File: config.mk
export PLATFORM = sky130hd
export DESIGN_NAME = dot_scan_controller_flat
export DESIGN_NICKNAME = d
export VERILOG_FILES = /design/src/rtl/dot_scan_controller_if.sv /design/src/rtl/dot_scan_controller.sv /design/src/flat_wrapper.sv
export SDC_FILE = /design/constraint.sdc
export NUM_CORES = 1
export LEC_CHECK = 0
export BUFFER_PORTS_ARGS = -buffer_cell sky130_fd_sc_hd__buf_2
export CAP_MARGIN = 20
export CORE_MARGIN = 2
export CORE_UTILIZATION = 40
export CTS_BUF_LIST = sky130_fd_sc_hd__clkbuf_16
export CTS_CLUSTER_DIAMETER = 30
export DETAILED_ROUTE_END_ITERATION = 16
export HOLD_SLACK_MARGIN = 0.12
export PLACE_DENSITY = 0.67
export RECOVER_POWER = 100
export SLEW_MARGIN = 20
export SYNTH_ARGS = -nofsm -noshare
export SYNTH_HDL_FRONTEND = slang
export SYNTH_SLANG_ARGS = --single-unit
export TNS_END_PERCENT = 50
File: constraint.sdc
create_clock -name Clk -period 6.07 [get_ports Clk]
set_clock_uncertainty 0.2 [all_clocks]
set_input_delay 0.9105 -clock Clk [delete_from_list [all_inputs] [get_ports Clk]]
set_output_delay 0.9105 -clock Clk [all_outputs]
set_load 0.02 [all_outputs]
File: src/rtl/dot_scan_controller_if.sv
// Dot-position ROM bus: the controller drives the address, and the ROM returns
// the dot centre and power flag one cycle later.
interface dot_scan_controller_if #(
   parameter int IDX_W = 6
);
   logic [IDX_W-1:0] rom_addr;
   logic [9:0]       rom_x;
   logic [9:0]       rom_y;
   logic             rom_power;

   modport master (output rom_addr, input rom_x, input rom_y, input rom_power);
   modport slave  (input rom_addr, output rom_x, output rom_y, output rom_power);
endinterface

File: src/rtl/dot_scan_controller.sv
// Shared dot-eaten detector: once per frame it sweeps a single hit comparator over
// the dot ROM, and it keeps the alive bitmap, score, dots-left count and event pulses.
module dot_scan_controller #(
   parameter int NUM_DOTS  = 64,
   parameter int IDX_W     = 6,
   parameter int BALL_SIZE = 8,
   parameter int HIT_WIN   = 4,
   parameter int DOT_PTS   = 10,
   parameter int POWER_PTS = 50
) (
   input  logic                  Clk,
   input  logic                  Reset,
   input  logic                  frame_start,
   input  logic                  level_restart,
   input  logic [9:0]            PacX,
   input  logic [9:0]            PacY,
   dot_scan_controller_if.master rom,
   input  logic [IDX_W-1:0]      qry_idx,
   output logic                  qry_alive,
   output logic [15:0]           score,
   output logic [IDX_W:0]        dots_left,
   output logic                  eat_pulse,
   output logic                  power_pulse,
   output logic                  level_clear,
   output logic                  scan_busy
);

   typedef enum logic [1:0] {S_IDLE, S_SCAN, S_DONE} state_t;

   localparam logic [IDX_W-1:0]   LAST_ADDR = IDX_W'(NUM_DOTS - 1);
   localparam logic [IDX_W:0]     DOTS_FULL = (IDX_W + 1)'(NUM_DOTS);
   localparam logic signed [11:0] BS        = 12'(BALL_SIZE);
   localparam logic signed [11:0] WIN       = 12'(HIT_WIN);

   state_t                state_q;
   logic [9:0]            px_q, py_q;
   logic [IDX_W:0]        cnt_q;
   logic [IDX_W-1:0]      rom_addr_q;
   logic [NUM_DOTS-1:0]   alive_q;
   logic                  pending_q;

   logic signed [11:0]    px_s, py_s, dx_s, dy_s;
   logic                  hit, cmp_valid, eat_now;
   logic [IDX_W-1:0]      cmp_idx;
   logic [16:0]           score_sum;
   logic [15:0]           score_next;

   function automatic logic in_win(input logic signed [11:0] d);
      return (d >= -WIN) && (d <= WIN);
   endfunction

   assign rom.rom_addr = rom_addr_q;
   assign qry_alive    = alive_q[qry_idx];
   assign level_clear  = (dots_left == '0);
   assign scan_busy    = (state_q != S_IDLE);

   // 12-bit signed corners so px-BALL_SIZE near 0 goes negative instead of wrapping
   assign px_s = $signed({2'b00, px_q});
   assign py_s = $signed({2'b00, py_q});
   assign dx_s = $signed({2'b00, rom.rom_x});
   assign dy_s = $signed({2'b00, rom.rom_y});

   // Compare stage trails the address by one cycle; cnt_q==k means ROM data for k-1
   assign cmp_valid = (state_q == S_SCAN) && (cnt_q != '0);
   assign cmp_idx   = cnt_q[IDX_W-1:0] - 1'b1;

   always_comb begin
      // NOTE: every always_comb output gets a default first, so no latch can be inferred.
      hit        = 1'b0;
      eat_now    = 1'b0;
      score_sum  = {1'b0, score} + (rom.rom_power ? 17'(POWER_PTS) : 17'(DOT_PTS));
      score_next = score_sum[16] ? 16'hFFFF : score_sum[15:0];
      // Four corners pair every x edge with every y edge, so the test factors per axis
      hit        = (in_win(px_s - BS - dx_s) | in_win(px_s + BS - dx_s)) &
                   (in_win(py_s - BS - dy_s) | in_win(py_s + BS - dy_s));
      eat_now    = cmp_valid && hit && alive_q[cmp_idx];
   end

   // NOTE: sequential state uses non-blocking assignments only, so every register
   // samples pre-edge values regardless of statement order.
   always_ff @(posedge Clk) begin
      if (Reset) begin
         state_q     <= S_IDLE;
         px_q        <= '0;
         py_q        <= '0;
         cnt_q       <= '0;
         rom_addr_q  <= '0;
         // NOTE: the bitmap is a flop array, not RAM, so it can and must be reset to all-alive.
         alive_q     <= '1;
         pending_q   <= 1'b0;
         score       <= '0;
         dots_left   <= DOTS_FULL;
         eat_pulse   <= 1'b0;
         power_pulse <= 1'b0;
      end else if (level_restart) begin
         state_q     <= S_IDLE;
         cnt_q       <= '0;
         alive_q     <= '1;
         pending_q   <= 1'b0;
         dots_left   <= DOTS_FULL;
         eat_pulse   <= 1'b0;
         power_pulse <= 1'b0;
      end else begin
         eat_pulse   <= 1'b0;
         power_pulse <= 1'b0;
         if (eat_now) begin
            alive_q[cmp_idx] <= 1'b0;
            dots_left        <= dots_left - 1'b1;
            score            <= score_next;
            eat_pulse        <= 1'b1;
            power_pulse      <= rom.rom_power;
         end

         case (state_q)
            S_IDLE: begin
               if (frame_start || pending_q) begin
                  px_q       <= PacX;
                  py_q       <= PacY;
                  rom_addr_q <= '0;
                  cnt_q      <= '0;
                  pending_q  <= 1'b0;
                  state_q    <= S_SCAN;
               end
            end
            S_SCAN: begin
               pending_q <= pending_q | frame_start;
               cnt_q     <= cnt_q + 1'b1;
               if (rom_addr_q != LAST_ADDR)
                  rom_addr_q <= rom_addr_q + 1'b1;
               if (cnt_q == DOTS_FULL)
                  state_q <= S_DONE;
            end
            S_DONE: begin
               pending_q <= pending_q | frame_start;
               state_q   <= S_IDLE;
            end
            default: state_q <= S_IDLE;
         endcase
      end
   end

endmodule

File: src/flat_wrapper.sv
// flat-port wrapper written by rule: the top's interface ports become plain ports
module dot_scan_controller_flat 
#(
   parameter int NUM_DOTS  = 64,
   parameter int IDX_W     = 6,
   parameter int BALL_SIZE = 8,
   parameter int HIT_WIN   = 4,
   parameter int DOT_PTS   = 10,
   parameter int POWER_PTS = 50
)
  (Clk, Reset, frame_start, level_restart, PacX, PacY, qry_idx, qry_alive, score, dots_left, eat_pulse, power_pulse, level_clear, scan_busy, rom_rom_addr, rom_rom_x, rom_rom_y, rom_rom_power);
  dot_scan_controller_if #(.IDX_W(IDX_W)) rom_i ();
  input  logic Clk;
  input  logic Reset;
  input  logic frame_start;
  input  logic level_restart;
  input  logic [9:0] PacX;
  input  logic [9:0] PacY;
  input  logic [IDX_W-1:0] qry_idx;
  output logic qry_alive;
  output logic [15:0] score;
  output logic [IDX_W:0] dots_left;
  output logic eat_pulse;
  output logic power_pulse;
  output logic level_clear;
  output logic scan_busy;
  output wire logic [$bits(rom_i.rom_addr)-1:0] rom_rom_addr;
  input wire logic [$bits(rom_i.rom_x)-1:0] rom_rom_x;
  input wire logic [$bits(rom_i.rom_y)-1:0] rom_rom_y;
  input wire logic [$bits(rom_i.rom_power)-1:0] rom_rom_power;
  assign rom_rom_addr = rom_i.rom_addr;
  assign rom_i.rom_x = rom_rom_x;
  assign rom_i.rom_y = rom_rom_y;
  assign rom_i.rom_power = rom_rom_power;
  dot_scan_controller #(.NUM_DOTS(NUM_DOTS), .IDX_W(IDX_W), .BALL_SIZE(BALL_SIZE), .HIT_WIN(HIT_WIN), .DOT_PTS(DOT_PTS), .POWER_PTS(POWER_PTS)) u_core (.Clk(Clk), .Reset(Reset), .frame_start(frame_start), .level_restart(level_restart), .PacX(PacX), .PacY(PacY), .rom(rom_i), .qry_idx(qry_idx), .qry_alive(qry_alive), .score(score), .dots_left(dots_left), .eat_pulse(eat_pulse), .power_pulse(power_pulse), .level_clear(level_clear), .scan_busy(scan_busy));
endmodule
# Word level (Yosys, flattened, before mapping)
# Cells that the tools add are included.
[word_totals] reg_bits=125 latchBits=0 ramBits=0 rom_bits=0 inputBits=51 output_inout_bits=34 mem_count=0
[classes] n_addsub=13 n_mul=0 div=0 order_cmp=11 eq_ne=7 shifts=0 muxes=19 n_bitwise=8 n_reduce_logical=24
[ops] op="$and 64x64->64" count=1
[ops] op="$not 64->64" count=1
[ops] op="$ge 12x3->1 const B" count=4
[ops] op="$le 12x4->1 const B" count=4
[ops] op="$sub 12x11->12" count=4
[ops] op="$add 10x4->11 const B" count=2
[ops] op="$sub 10x4->11 const B" count=2
[ops] op="$mux 6" count=3
[ops] op="$add 16x17->17" count=1
[ops] op="$mux 16" count=1
[ops] op="$lt 6x7->1 const B" count=2
[ops] op="$pmux 7 s2" count=1
[ops] op="$bmux 1 s6" count=2
[ops] op="$pmux 6 s2" count=1
[ops] op="$logic_and 1x1->1" count=8
[ops] op="$reduce_and 2->1" count=4
[ops] op="$add 7x1->7 const B" count=1
[ops] op="$eq 7x7->1 const B" count=1
[ops] op="$logic_not 7->1" count=1
[ops] op="$mux 7" count=1
[ops] op="$reduce_bool 7->1" count=1
[ops] op="$sub 7x1->7 const B" count=1
[ops] op="$add 6x1->6 const B" count=1
[ops] op="$demux 1 s6" count=1
[ops] op="other kinds (21)" count=33

# Longest topological paths before layout
# Gate-level depths: netlist of the first run.
[depth] ltp_word=10 mapped_depth=19 mapped_depth_nobuf=16

# Least setup slack after synthesis of the first run
# No wires, ideal clock.
[synth_path] path_kind="in2reg" start="input port rom_rom_y[0]" end="register u_core.alive_q[46]" setup_time_ns=0.130 arrival_ns=4.266 required_ns=5.740 slack_ns=1.473 cell_stages=15 path_buffers=2 path_cell_list="ha_1 inv_1 fa_1 a211oi_1 o21ai_0 and4_1 a21oi_1 mux2_2 nor4_1 nor4b_4 nor4_4 and3b_1 buf_6 buf_12 a21oi_1"
[synth_between] elab_chain_len=7
[synth_lines] element="start, declared" line_no="flat_wrapper.sv:29" source="input wire logic [$bits(rom_i.rom_y)-1:0] rom_rom_y;"
[synth_lines] element="$sub 12x11->12" line_no="dot_scan_controller.sv:75" source="(in_win(py_s - BS - dy_s) | in_win(py_s + BS - dy_s));"
[synth_lines] element="$ge 12x3->1 or $le 12x4->1 (tied branches)" line_no="dot_scan_controller.sv:49" source="return (d >= -WIN) && (d <= WIN);"
[synth_lines] element="$logic_and 1x1->1" line_no="dot_scan_controller.sv:49"
[synth_lines] element="$or 1x1->1 *" line_no="dot_scan_controller.sv:75"
[synth_lines] element="$and 1x1->1 *" line_no="dot_scan_controller.sv:74" source="hit = (in_win(px_s - BS - dx_s) | in_win(px_s + BS - dx_s)) &"
[synth_lines] element="$logic_and 1x1->1 * (2 in a row)" line_no="dot_scan_controller.sv:76" source="eat_now = cmp_valid && hit && alive_q[cmp_idx];"
[synth_lines] element="end signal, assigned" line_no="dot_scan_controller.sv:89" source="alive_q <= '1;"
[synth_lines] element="end signal, assigned" line_no="dot_scan_controller.sv:98" source="alive_q <= '1;"
[synth_lines] element="end signal, assigned by index" line_no="dot_scan_controller.sv:107" source="alive_q[cmp_idx] <= 1'b0;"
[synth_lines] element="end, declared" line_no="dot_scan_controller.sv:39" source="logic [NUM_DOTS-1:0] alive_q;"
# Every way passes the cells marked *; elsewhere a longest branch is shown, timed or not.
# A chain may end at the register's enable or synchronous reset.

# Final worst setup path of the first run
[layout_path] start="input port Reset" end="register u_core.alive_q[13]"
[layout_between] elab_chain_len=1
[layout_lines] element="start, declared" line_no="flat_wrapper.sv:14" source="input logic Reset;"
[layout_lines] element="$reduce_or 2->1 (no line)"
# No other way between the ends.

==> out/qor.txt, run 1 <==
total gr overflow -> 0
clk slew on worst S/H paths -> 0.06 ns
initial core utilization -> 41.0%
Core Region -> 21200 sq um
# diodes -> 0
DP Area -> 9250 sq um
crit path DAT -> 5.24 ns
main combinational cell family by area after synthesis -> simple AND/OR/NAND/NOR gates
Worst R2R Start -> u_core.cnt_q[0]
Required @ worst endpoint -> 6.22 ns
type of the tightest min-delay check -> reg -> reg
CTS tree -> yes
Die Span Y -> 152 microns
Cells after Synth -> 1064
Tot GR Track Use -> 20.2%
Slowest-stage cell, CP -> or2_0
WHS -> 0.255 ns
Setup TNS Final -> 0 ns
Detail Route Antenna Nets -> 0
mux cell area share after synthesis -> 9.18%
kind of critical path -> in -> reg
power consumption -> 0.00233 W
pwr dens -> 238 nW/um^2
max cap viols -> 2
RSZ-0062 raised after global routing -> false
NumNets Final -> 1213
ys flop type -> dfxtp_1
share of layout cells above drive strength 1 -> 12.7%
Synth area leaders -> dfxtp_1 29%, mux4_2 7.8%, ha_1 6.8%
Bufs and invs on worst path -> 3
slowest stage delay, CP -> 1.52 ns
Setup Viol. Count Final -> 0
CP endpoint kind -> flop
area share of and/or/nand/nor cells after synthesis -> 23.5%
commonest cells after routing, fill and taps aside -> 143 x nor2_1, 125 x dfxtp_1, 100 x nand2_1
XOR/XNOR Fraction of Synth Area -> 5.63%
CTS buffer count -> 17
post-CTS setup buffer count -> 0
Mapped Area -> 8710 sq um
Leakage -> 3.70 nW
Rel. slew slack -> -38.4%
Post-CTS Hold Fix Bufs -> 0
Synth warnings -> 0
wire per inst -> 16.4 microns
fin area -> 9760 sq um
Peak Freq -> 0.197 GHz
vias in the first global route -> 7564
fin crit period -> 5.09 ns
CP Launch Point -> Reset
CP Launch Type -> primary input
commonest non-fill, non-tap cell in the layout -> nor2_1
Core Rows -> 53
clock buffer depth -> 2
Post-route DRC -> 0
cell taking the most area after synthesis -> dfxtp_1
clock root cell -> clkbuf_16
HP Start -> u_core.py_q[0]
Clk Latency, worst-skew pair -> 0.43 ns
die area -> 23000 sq um
failing checks -> max-capacitance violations, max-slew violations
placer congestion estimate -> 0.832
Adder-Cell Fraction of Synth Area -> 7.21%
Critical Path, Cell by Cell -> clkbuf_1, or2_0, buf_4, nor3b_1, clkbuf_1, a21oi_1
Tcrit/Tclk final -> 83.8%
critical path fanouts, max -> 43
Total Wirelength -> 22900 microns
count of input and output buffers -> 84
Pre-Repair DR Iteration Count -> 5
Crit path max-delay family -> buffers and inverters
Yosys top cell area share -> 28.7%
status -> finished with violations
DPL Wire Length -> 16500 microns
H-tree levels -> 4
Layout area overhead -> 12.0%
first-pass GRT wire length -> 36900 microns
compound-gate portion of the synthesized area -> 19.8%
post-synthesis cell type count -> 83
register area share after synthesis -> 28.7%
Max VDD drop -> 0.000175 V
I/O pins -> 85
largest net degree at the start of global routing -> 44
Slew Viols, Final -> 80
async set-reset flop share out of synthesis -> 0%
initial antenna violation count -> 0
final hold violations -> 0
clock sink count -> 125
Resized cells post-CTS -> 0
Worst-Margin Slew -> 2.08 ns
Vias -> 8115
number of enable flip-flop cells after synthesis -> 0
Synthesized Nets -> 1164
Iteration-0 DRC Markers -> 536
Die Wd -> 152 microns
Mean Syn Cell Area -> 8.18 sq um
Vias/cell -> 5.79
number of synthesized register bits -> 125
cell mode on critical path -> clkbuf_1
logic make-up after synthesis:
family,count (synthesis)
buf+inv,116
xor+xnor,56
simple gates,414
mux,42
flops,125
fa+ha+maj,49
compound gates,262
worst register-to-register path, delay by kind of cell (launching register included):
family | cells | cell delay, ns
flip-flops | 1 | 0.30
AND/OR/NAND/NOR | 2 | 0.63
AO/OA/AOI/OAI | 6 | 1.03
buffers and inverters | 4 | 1.61
adder cells (fa/ha/maj) | 1 | 1.02
multiplexers | 1 | 0.18
metal layers:
| layer | global-route usage, % | wire, microns | share of wire, % |
|---|---|---|---|
| met3 | 3.95 | 1430 | 6.2 |
| met2 | 33.5 | 10800 | 47 |
| met1 | 26.2 | 10300 | 45 |
| met4 | 6.81 | 414 | 1.8 |
| met5 | 0 | 0 | 0 |
where the power goes:
group          switching (W)  internal (W)  leakage, nW
clock               0.000391      0.000644        0.298
sequential         0.0000112      0.000829         1.01
combinational       0.000266      0.000184         2.39
total               0.000669       0.00166         3.70
cell usage after synthesis, types with 6 or more instances:
cell and count:
xor2_1 29, mux4_2 30, a21oi_2 6, nor2_1 143, nand2_1 100, o21ai_0 31, nand3_1 29, a211oi_1 10
xnor2_1 27, a21o_1 8, or4_1 6, inv_1 49, clkbuf_1 44, dfxtp_1 125, nor3_1 35, a21oi_1 85
nor4_1 10, o21a_1 8, ha_1 47, nor2b_1 11, nand2b_1 11, o211ai_1 9, a31oi_1 42, and3_1 14
buf_2 9, nand4_1 9, mux2i_1 9, a311oi_1 11
final cells by class:
| cell class | count | area, sq um |
|---|---|---|
| Tap cell | 275 | 344 |
| Inverter | 50 | 188 |
| Multi-Input combinational cell | 823 | 5670 |
| Clock buffer | 17 | 425 |
| Timing Repair Buffer | 96 | 450 |
| Sequential cell | 125 | 2500 |
| Clock inverter | 15 | 171 |
| Fill cell | 2135 | 11500 |
final timing paths:
path,endpoint,slack [ns],cells past startpoint
worst min-delay path,u_core.py_q[0],0.26,2
worst max register to register,u_core.score[8],0.99,14
worst max-delay path,u_core.alive_q[13],0.98,6
worst min register to register,u_core.py_q[0],0.26,2
per-stage QoR:
| step | util (%) | worst slack (ns) | instances |
|---|---|---|---|
| 2_1_floorplan | - | 1.47 | 1064 |
| 3_3_place_gp | 43.5 | 1.07 | 1368 |
| 3_5_place_dp | 43.6 | 1.02 | 1369 |
| 4_1_cts | 46.4 | 1.34 | 1401 |
| 5_1_grt | 46.0 | 0.491 | 1401 |
| 6_report | 46.0 | 0.984 | 1401 |
sequential cells by signal (all words and copies together), names as in the netlist:
register,count
u_core.score,16
u_core.py_q,10
u_core.state_q,2
u_core.power_pulse,1
u_core.alive_q,64
u_core.cnt_q,7
u_core.px_q,10
u_core.pending_q,1
u_core.eat_pulse,1
u_core.dots_left,7
u_core.rom.rom_addr,6
Power figures use the tool's default switching activity.
==> run 2: changes to the inputs <==
- PLACE_DENSITY: 0.67 -> 0.69
- clock period: 6.07 -> 4.4 ns (I/O delays scaled with it)
==> out/qor.txt, run 2 (synthesized netlist as in run 1, its figures left out) <==
die area -> 23000 sq um (unchanged)
Post-CTS Hold Fix Bufs -> 0 (unchanged)
initial antenna violation count -> 0 (unchanged)
NumNets Final -> 1240 (+2.2%)
Cell Count, Final, Fillers Out -> 1428 (+1.9%)
I/O pins -> 85 (unchanged)
Reg with most FFs -> u_core.alive_q
first-pass GRT wire length -> 37100 microns (+0.39%)
type of the tightest min-delay check -> reg -> reg
clock sink count -> 125 (unchanged)
Clk Latency, worst-skew pair -> 0.42 ns (about the same)
Worst-Margin Slew -> 0.778 ns (-1.30 ns)
Bufs and invs on worst path -> 2 (-1)
wire per inst -> 16.2 microns (-1.1%)
Peak Freq -> 0.240 GHz
CTS buffer count -> 17 (unchanged)
critical path fanouts, max -> 7 (-84%)
status -> completed
Placed Cells -> 1396 (+2.0%)
Max VDD drop -> 0.000293 V (+67%)
share of layout cells above drive strength 1 -> 16.1% (+3.4 points)
# diodes -> 0 (unchanged)
Total Wirelength -> 23100 microns (+0.83%)
Critical Path, Cell by Cell -> inv_1, ha_1, nand2_1, nor3_2, xor2_1, ha_1, inv_1, o22ai_1, a31oi_1, o211ai_1, or4_1, a2111o_1, and3_4, or3_2, o21a_1, o21a_1
Slew Viols, Final -> 0 (-100%)
clock root cell -> clkbuf_16
final hold violations -> 0 (unchanged)
commonest non-fill, non-tap cell in the layout -> nor2_1
Vias/cell -> 5.76 (-0.54%)
Setup Viol. Count Final -> 0 (unchanged)
Pre-Repair DR Iteration Count -> 5 (unchanged)
count of input and output buffers -> 84 (unchanged)
Core Region -> 21200 sq um (unchanged)
filler cell count -> 2093 (-2.0%)
Iteration-0 DRC Markers -> 526 (-1.9%)
sw frac -> 28.4% (-0.35 points)
Sequential Power Share -> 36.0% (about the same)
Tcrit/Tclk final -> 94.8%
vias in the first global route -> 7551 (-0.17%)
Slowest-stage cell, CP -> or4_1
Crit path max-delay family -> simple AND/OR/NAND/NOR gates
clk slew on worst S/H paths -> 0.05 ns (about the same)
Leakage -> 3.85 nW (+3.9%)
Die Wd -> 152 microns (unchanged)
RSZ-0062 raised after global routing -> false
WHS -> 0.262 ns (+0.00658 ns)
CP endpoint kind -> flop
internal power -> 0.00231 W (+39%)
net switching power -> 0.000915 W (+37%)
total gr overflow -> 0 (unchanged)
commonest cells after routing, fill and taps aside -> 143 x nor2_1, 125 x dfxtp_1, 100 x nand2_1
Post-route DRC -> 0 (unchanged)
CP Launch Type -> flop
max reg flops -> 64 (unchanged)
H-tree levels -> 4 (unchanged)
Required @ worst endpoint -> 4.51 ns (-1.71 ns)
Die Span Y -> 152 microns (unchanged)
Setup TNS Final -> 0 ns (unchanged)
kind of critical path -> reg -> reg
clock buffer depth -> 2 (unchanged)
pwr dens -> 321 nW/um^2 (+35%)
DPL Wire Length -> 17000 microns (+2.7%)
Core Rows -> 53 (unchanged)
Detail Route Antenna Nets -> 0 (unchanged)
Rel. slew slack -> 47.7% (+86 points)
max cap viols -> 0 (-2)
Layout area overhead -> 15.3%
largest registers -> u_core.alive_q x64, u_core.score x16
largest net degree at the start of global routing -> 43 (-2.3%)
Vias -> 8227 (+1.4%)
Tot GR Track Use -> 20.2% (+0.052 points)
slowest stage delay, CP -> 0.50 ns (-1.02 ns)
Gate power share -> 20.2% (+0.9 points)
initial core utilization -> 41.0% (unchanged)
crit path DAT -> 4.28 ns (-0.96 ns)
placer congestion estimate -> 0.909 (+9.3%)
clock power share -> 43.8% (-0.7 points)
fin crit period -> 4.17 ns
CTS tree -> yes
## run 2: layout make-up
cell class	instances	area, sq um	area share [%]
multi-input cells	823	5690	56.7
well taps	275	344	3.43
clock buffers	17	425	4.24
flip-flops and latches	125	2500	24.9
repair buffers	123	716	7.13
clock inverters	15	171	1.71
inverters	50	188	1.87
## run 2: path summary, 6_finish.rpt
path,start,end,slack [ns],cells past startpoint
worst max-delay path,u_core.px_q[3],u_core.dots_left[5],0.23,16
worst min-delay path,u_core.px_q[2],u_core.px_q[2],0.26,2
worst max register to register,u_core.px_q[3],u_core.dots_left[5],0.23,16
worst min register to register,u_core.px_q[2],u_core.px_q[2],0.26,2
## run 2: metal layers
layer	GRT usage (%)	part of all wire [%]	up-vias
met4	5.88	1.4	0
li1	-	-	4042
met5	0	0	-
met2	33.8	47	276
met1	26.4	45	3878
met3	4.10	6.6	31
## run 2: timing repair
action                     CTS  global route
resized for setup            0             7
setup endpoints to repair    0            88
setup buffers                0             0
## run 2: power groups by stage
stage | clock (W) | combinational, W | sequential, W
final | 0.00141 | 0.000650 | 0.00116
after global routing | 0.00149 | 0.000720 | 0.00116
after CTS | 0.00144 | 0.000641 | 0.00116
after detailed placement | 0 | 0.000637 | 0.00118
after global placement | 0 | 0.000632 | 0.00118
after floorplan | 0 | 0.000487 | 0.00118
## run 2: worst reg2reg max path, stage by stage (launching register included)
cell      delay (ns)
dfxtp_1         0.31
inv_1           0.10
ha_1            0.20
nand2_1         0.13
nor3_2          0.14
xor2_1          0.19
ha_1            0.29
inv_1           0.11
o22ai_1         0.13
a31oi_1         0.18
o211ai_1        0.12
or4_1           0.50
a2111o_1        0.39
and3_4          0.21
or3_2           0.51
o21a_1          0.19
o21a_1          0.17
## run 2: metrics by stage
stage,setup slack (ns),utilization (%),power [W],area [sq um]
3_5_place_dp,-0.0682,44.8,0.00182,9500
3_3_place_gp,-0.0111,44.8,0.00181,9500
4_1_cts,0.0785,47.6,0.00323,10100
5_1_grt,0.0139,47.3,0.00337,10000
2_1_floorplan,0.0539,-,0.00166,8710
6_report,0.228,47.3,0.00322,10000
